File: config.mk
export PLATFORM = sky130hd
export DESIGN_NAME = life_ctrl
export DESIGN_NICKNAME = d
export VERILOG_FILES = /design/src/rtl/life_ctrl.sv
export SDC_FILE = /design/constraint.sdc
export NUM_CORES = 1
export LEC_CHECK = 0
export ABC_CLOCK_PERIOD_IN_PS = 4700
export CAP_MARGIN = 20
export CORE_ASPECT_RATIO = 0.8
export CORE_MARGIN = 2
export CORE_UTILIZATION = 55
export CTS_CLUSTER_DIAMETER = 50
export DETAILED_ROUTE_END_ITERATION = 6
export DONT_BUFFER_PORTS = 1
export HOLD_SLACK_MARGIN = 0.15
export MAX_ROUTING_LAYER = met4
export PLACE_DENSITY = 0.69
export REMOVE_ABC_BUFFERS = 1
export SLEW_MARGIN = 30
export SYNTH_ARGS = -nofsm -noshare
export SYNTH_HDL_FRONTEND = slang
export SYNTH_SLANG_ARGS = --single-unit
File: constraint.sdc
create_clock -name clk -period 4.7 [get_ports clk]
set_clock_uncertainty 0.15 [all_clocks]
set_input_delay 0.705 -clock clk [delete_from_list [all_inputs] [get_ports clk]]
set_output_delay 0.705 -clock clk [all_outputs]
set_load 0.01 [all_outputs]
File: src/rtl/life_ctrl.sv
// Seed/step sequencer for the life torus: LFSR serial load, timed generation steps,
// and dead/still-life detection with optional automatic reseed.
module life_ctrl #(
    parameter int          TORUS_WIDTH  = 32,
    parameter int          TORUS_HEIGHT = 16,
    parameter int          STEP_DIV     = 12500000,
    parameter logic [15:0] LFSR_INIT    = 16'hACE1,
    parameter bit          AUTO_RESEED  = 1'b1
) (
    input  logic                                clk,
    input  logic                                reset_n,
    input  logic                                start,
    input  logic                                pause,
    input  logic [TORUS_WIDTH*TORUS_HEIGHT-1:0] torusv,
    output logic                                seed,
    output logic                                seed_ena,
    output logic                                life_step,
    output logic                                loading,
    output logic [15:0]                         generation,
    output logic                                stalled
);

    localparam int N  = TORUS_WIDTH * TORUS_HEIGHT;
    localparam int CW = (N > 1) ? $clog2(N) : 1;
    localparam int TW = $clog2(STEP_DIV);
    localparam logic [CW-1:0] LOAD_LAST  = CW'(N - 1);
    localparam logic [CW-1:0] CNT_ONE    = CW'(1);
    localparam logic [TW-1:0] TIMER_LAST = TW'(STEP_DIV - 1);
    localparam logic [TW-1:0] TIMER_ONE  = TW'(1);

    typedef enum logic [1:0] {
        S_IDLE = 2'd0,
        S_LOAD = 2'd1,
        S_RUN  = 2'd2
    } state_t;

    state_t          state_r;
    logic [15:0]     lfsr_r;
    logic [CW-1:0]   load_cnt_r;
    logic [TW-1:0]   timer_r;
    logic [N-1:0]    snap_r;
    logic            snap_valid_r;
    logic            check_r;

    logic            dead_s;
    logic            still_s;
    logic            stall_hit_s;
    logic            enter_load_s;
    logic            reseed_s;

    function automatic logic [15:0] lfsr_next(input logic [15:0] v);
        return (v >> 1) ^ (v[0] ? 16'hB400 : 16'h0000);
    endfunction

    assign dead_s      = (torusv == {N{1'b0}});
    assign still_s     = snap_valid_r && (torusv == snap_r);
    assign stall_hit_s = check_r && (dead_s || still_s);

    // Decide whether this edge starts a (re)load; a start request outranks everything in RUN.
    always_comb begin
        enter_load_s = 1'b0;
        reseed_s     = 1'b0;
        case (state_r)
            S_IDLE: begin
                enter_load_s = start;
            end
            S_RUN: begin
                if (start) begin
                    enter_load_s = 1'b1;
                end else if (stall_hit_s && AUTO_RESEED) begin
                    enter_load_s = 1'b1;
                    reseed_s     = 1'b1;
                end else begin
                    enter_load_s = 1'b0;
                end
            end
            default: begin
                enter_load_s = 1'b0;
            end
        endcase
    end

    // Sequencer state, LFSR, counters, snapshot and all registered outputs.
    always_ff @(posedge clk or negedge reset_n) begin
        if (!reset_n) begin
            state_r      <= S_IDLE;
            lfsr_r       <= LFSR_INIT;
            load_cnt_r   <= '0;
            timer_r      <= '0;
            snap_r       <= '0;
            snap_valid_r <= 1'b0;
            check_r      <= 1'b0;
            seed         <= 1'b0;
            seed_ena     <= 1'b0;
            life_step    <= 1'b0;
            loading      <= 1'b0;
            generation   <= 16'd0;
            stalled      <= 1'b0;
        end else begin
            life_step <= 1'b0;
            if (enter_load_s) begin
                // The entry edge already presents the first seed bit.
                state_r      <= S_LOAD;
                seed_ena     <= 1'b1;
                loading      <= 1'b1;
                seed         <= lfsr_r[0];
                lfsr_r       <= lfsr_next(lfsr_r);
                load_cnt_r   <= '0;
                timer_r      <= '0;
                generation   <= 16'd0;
                snap_valid_r <= 1'b0;
                check_r      <= 1'b0;
                stalled      <= reseed_s;
            end else begin
                case (state_r)
                    S_IDLE: begin
                        seed_ena <= 1'b0;
                        loading  <= 1'b0;
                        seed     <= 1'b0;
                    end
                    S_LOAD: begin
                        if (load_cnt_r == LOAD_LAST) begin
                            // Count this edge as the first timer tick so the
                            // first step lands STEP_DIV cycles after the last seed bit.
                            state_r  <= S_RUN;
                            seed_ena <= 1'b0;
                            loading  <= 1'b0;
                            seed     <= 1'b0;
                            timer_r  <= pause ? '0 : TIMER_ONE;
                        end else begin
                            load_cnt_r <= load_cnt_r + CNT_ONE;
                            seed       <= lfsr_r[0];
                            lfsr_r     <= lfsr_next(lfsr_r);
                        end
                    end
                    S_RUN: begin
                        check_r <= life_step;
                        if (check_r) begin
                            snap_r       <= torusv;
                            snap_valid_r <= 1'b1;
                            if (dead_s || still_s) begin
                                stalled <= 1'b1;
                            end
                        end
                        if (!pause) begin
                            if (timer_r == TIMER_LAST) begin
                                timer_r    <= '0;
                                life_step  <= 1'b1;
                                generation <= generation + 16'd1;
                            end else begin
                                timer_r <= timer_r + TIMER_ONE;
                            end
                        end
                    end
                    default: begin
                        state_r  <= S_IDLE;
                        seed_ena <= 1'b0;
                        loading  <= 1'b0;
                        seed     <= 1'b0;
                    end
                endcase
            end
        end
    end

endmodule

==> results.md <==
- Core Area: between 50000 and 60000 um2
- Port bufs: 0
- I/O Pins: 537
- Cell family with most CP delay: simple AND/OR/NAND/NOR gates
- Setup TNS: -0.0195 ns
- CTS H-tree lvls: 2
- Fin area: 40700 um2
- CTS root buffer: clkbuf_16
- # DRC: 0
- Post-CTS setup buffers: 0
- Final Hold Violating Endpoints: 0
- Initial DRC count: 4750
- Fmax: around 0.21 GHz
- WL/cell: between 30 and 40 um
- Initial antenna violation count: 35
- Final min period: ~4.7 ns
- Peak VDD IR: 0.301 mV
- Crit share post-route: 100%
- Main combinational cell family by area after synthesis: multiplexers
- Post-synthesis adder-cell area fraction: less than 1%
- Die W: 274 um
- Initial core utilization: roughly 55%
- Pleak: approximately 0.018 uW
- Maxcap violations: 0
- Post-synth EDFFs: 0
- Clock-pin slew on the worst setup and hold paths: about 0.060 ns
- Layout Cells excl Fill: between 4000 and 5000
- Seq cells post-synth: between 500 and 600
- Compound-Gate Fraction of Synth Area: 7.78%
- Critical-path cell list: nor2b_1, a2111o_1, a2111oi_2, nand4_1, or4_1, nor4_4, buf_4, a41oi_1, nand3b_1, buf_12, mux2_2
- Power per standard cell area: 304 nW/um2
- Layout Area Growth over Synthesis: 27.2%
- Largest net degree at the start of global routing: 586
- Die Y: ~220 um
- Grt met2 use: 75.4%
- GRT Max-Usage Layer: met2
- Final setup violation count: 2
- Fin nets: 3868
- RSZ-0062 raised after global routing: false
- Drt pass-1 iters: 6
- Ys flop type: dfrtp_1
- Worst-margin pin slew: 1.05 ns
- TritonCTS Buffers: 60
- CP endpoint kind: flip-flop
- Post-DP Area: around 33000 um2
- Violated checks: setup timing
- Number of vias per cell: between 6 and 7
- Hpwl dp: between 100000 and 150000 um
- Share of cells above drive strength 1: 20.1%
- Via Count: between 20000 and 30000
- Required time of the critical path: 5.09 ns
- Mapped cell area: around 32000 um2
- Mapped Avg Cell Area: roughly 12 um2
- Dpl cells: about 3500
- WP data arrival: 5.11 ns
- Clock sink count: ~600
- Multi-input gate area: approximately 16000 um2
- Synth async-reset ratio: 100%
- Cells after Synth: 2721
- Power Total: between 10000 and 15000 uW
- Seq/Total Area, Yosys: between 40% and 50%
- Startpoint Class: flip-flop
- First-pass GRT wire length: 228000 um
- Post-synthesis simple-gate area fraction: 13.5%
- Std cell rows: 79
- Worst rel slew slack: between 20 and 30%
- Overflow after GRT: 0
- Warnings, synthesis: 0
- Dpl ws: -0.233 ns
- XOR/XNOR Fraction of Synth Area: under 10%
- Worst path bufs/invs: 2
- Full die area: around 60000 um2
- Setup WS post-layout: -0.0177 ns
- Hold crit path type: in -> reg
- Status: complete, but fails checks
- Clk_lat worst skew: 0.66 ns
- Mux contribution to synthesized area: 20.2%
- Max stage delay on crit path: around 0.8 ns
- GP Congestion: 1.13
- Filler Cell Count: between 3000 and 4000
- Met3 Resource Use GR: 26.6%
- FF/Latch Area: 14600 um2
- Max Transition Viols Final: 0
- Routed Antenna Nets: 0
- Kind of critical path: reg -> reg
- GRT Overall Usage: roughly 57%
- Clock Path Buffers: 3
- CTS tree: built
- Slowest cell on crit path: or4_1
- CP max FO: 17
- Final wirelength: between 150000 and 200000 um
- GR Layer Usage met1: between 70% and 80%
- Synth cell types: between 50 and 60
- Vias in the first global route: between 20000 and 30000
==> layout by cell type, fill, tap and decap left out, drive strengths merged, types with 17 or more instances in the layout <==
master,count
o21ai,122
nand2,134
nand2b,48
a21oi,28
nand4,100
nor2,63
nor3,17
nor4,201
dlygate4sd3,514
o2bb2ai,21
clkbuf,88
dfrtp,577
a221oi,23
xnor2,117
xor2,157
nor2b,154
buf,137
diode,45
mux2,433
a2111oi,45
inv,209
clkinv,17
o22ai,61
==> where the power goes <==
part | total (uW) | internal (uW) | leakage (uW) | switching [uW]
clock network | 5020 | 2750 | 0.000984 | 2270
registers | 5540 | 5300 | 0.00739 | 234
logic | 1800 | 906 | 0.00934 | 891
total | 12400 | 8960 | 0.0177 | 3390
==> worst register-to-register path, stage by stage, from the launching register on <==
cell and delay, ns:
dfrtp_1 0.40, nor2b_1 0.33, a2111o_1 0.57, a2111oi_2 0.54, nand4_1 0.33, or4_1 0.79
nor4_4 0.31, buf_4 0.18, a41oi_1 0.22, nand3b_1 0.22, buf_12 0.18, mux2_2 0.37
==> metrics by stage <==
step	utilization, %	hold slack (ns)
floorplan	-	0.259
global placement	57.6	0.275
detailed placement	57.6	0.278
CTS	70.0	-0.399
global route	70.3	0.221
finish	70.4	0.218
==> cell type report <==
cell class | instances | share of cell area (%)
repair buffers | 651 | 15.8
diodes | 45 | 0.277
clock inverters | 25 | 0.621
inverters | 207 | 1.91
well taps | 769 | 2.36
clock buffers | 88 | 4.29
flip-flops and latches | 585 | 36.0
multi-input cells | 1843 | 38.7
==> worst paths after layout <==
kind                                         startpoint                 endpoint  depth (start not counted)  slack, ns
worst max-delay path            snap_r[471]$_DFFE_PN0P_    lfsr_r[8]$_DFFE_PN0P_                         11      -0.02
worst min-delay path                              start      stalled$_DFFE_PN0P_                          2       0.22
worst max register to register  snap_r[471]$_DFFE_PN0P_    lfsr_r[8]$_DFFE_PN0P_                         11      -0.02
worst min register to register   lfsr_r[14]$_DFFE_PN0P_   lfsr_r[14]$_DFFE_PN0P_                          1       0.36
max in group asynchronous                       reset_n  snap_r[365]$_DFFE_PN0P_                          4       1.49
min in group asynchronous                       reset_n  snap_r[356]$_DFFE_PN0P_                          1       0.37
==> per-layer routing <==
metal / wire length (um) / share of wire (%)
met5: 0 / 0
met4: 11900 / 7.1
met3: 27900 / 17
met2: 66200 / 39
met1: 61900 / 37
==> cells by family (layout without fill, tap and decap cells) <==
group           count (synthesis)  in the layout
simple gates                  768            768
flops                         585            585
mux                           434            434
compound gates                363            363
buf+inv                       293            971
xor+xnor                      274            274
fa+ha+maj                       4              4
other cells                     0             45
==> Yosys cell counts (all sizes together), types with 3 or more instances <==
| master | n | area, um2 |
|---|---|---|
| dfrtp | 577 | 14400 |
| mux2 | 433 | 6440 |
| inv | 207 | 777 |
| nor4 | 201 | 1270 |
| xor2 | 157 | 1380 |
| nor2b | 154 | 963 |
| nand2 | 134 | 503 |
| o21ai | 122 | 611 |
| xnor2 | 117 | 1020 |
| nand4 | 100 | 626 |
| buf | 70 | 800 |
| nor2 | 63 | 236 |
| o22ai | 61 | 382 |
| nand2b | 48 | 300 |
| a2111oi | 45 | 400 |
| a21oi | 28 | 140 |
| a221oi | 23 | 201 |
| o2bb2ai | 21 | 184 |
| nor3 | 17 | 85.1 |
| clkbuf | 16 | 60.1 |
| nand3 | 16 | 80.1 |
| o2111ai | 16 | 140 |
| or4 | 14 | 105 |
| a2111o | 11 | 124 |
| a22o | 9 | 78.8 |
| dfstp | 8 | 210 |
| and3 | 7 | 43.8 |
| o221ai | 6 | 52.6 |
| a22oi | 5 | 37.5 |
| ha | 4 | 50.1 |
| a2bb2oi | 3 | 26.3 |
| a31oi | 3 | 18.8 |
| and4 | 3 | 26.3 |
| or3 | 3 | 18.8 |
==> flip-flops by register name, indices dropped and copies added, names as in the netlist <==
| register | count |
|---|---|
| load_cnt_r | 9 |
| generation | 16 |
| timer_r | 24 |
| stalled | 1 |
| snap_r | 512 |
| lfsr_r | 16 |
| seed | 1 |
| loading | 1 |
| snap_valid_r | 1 |
| state_r | 2 |
| life_step | 1 |
| check_r | 1 |
==> what timing repair did <==
| action | in CTS | in global routing |
|---|---|---|
| hold buffers | 513 | 1 |
| setup endpoints to repair | 140 | 0 |
| endpoints found under the hold margin | 1098 | 179 |
| gates resized for setup | 1 | 0 |
(Power assumes the default switching activity.)
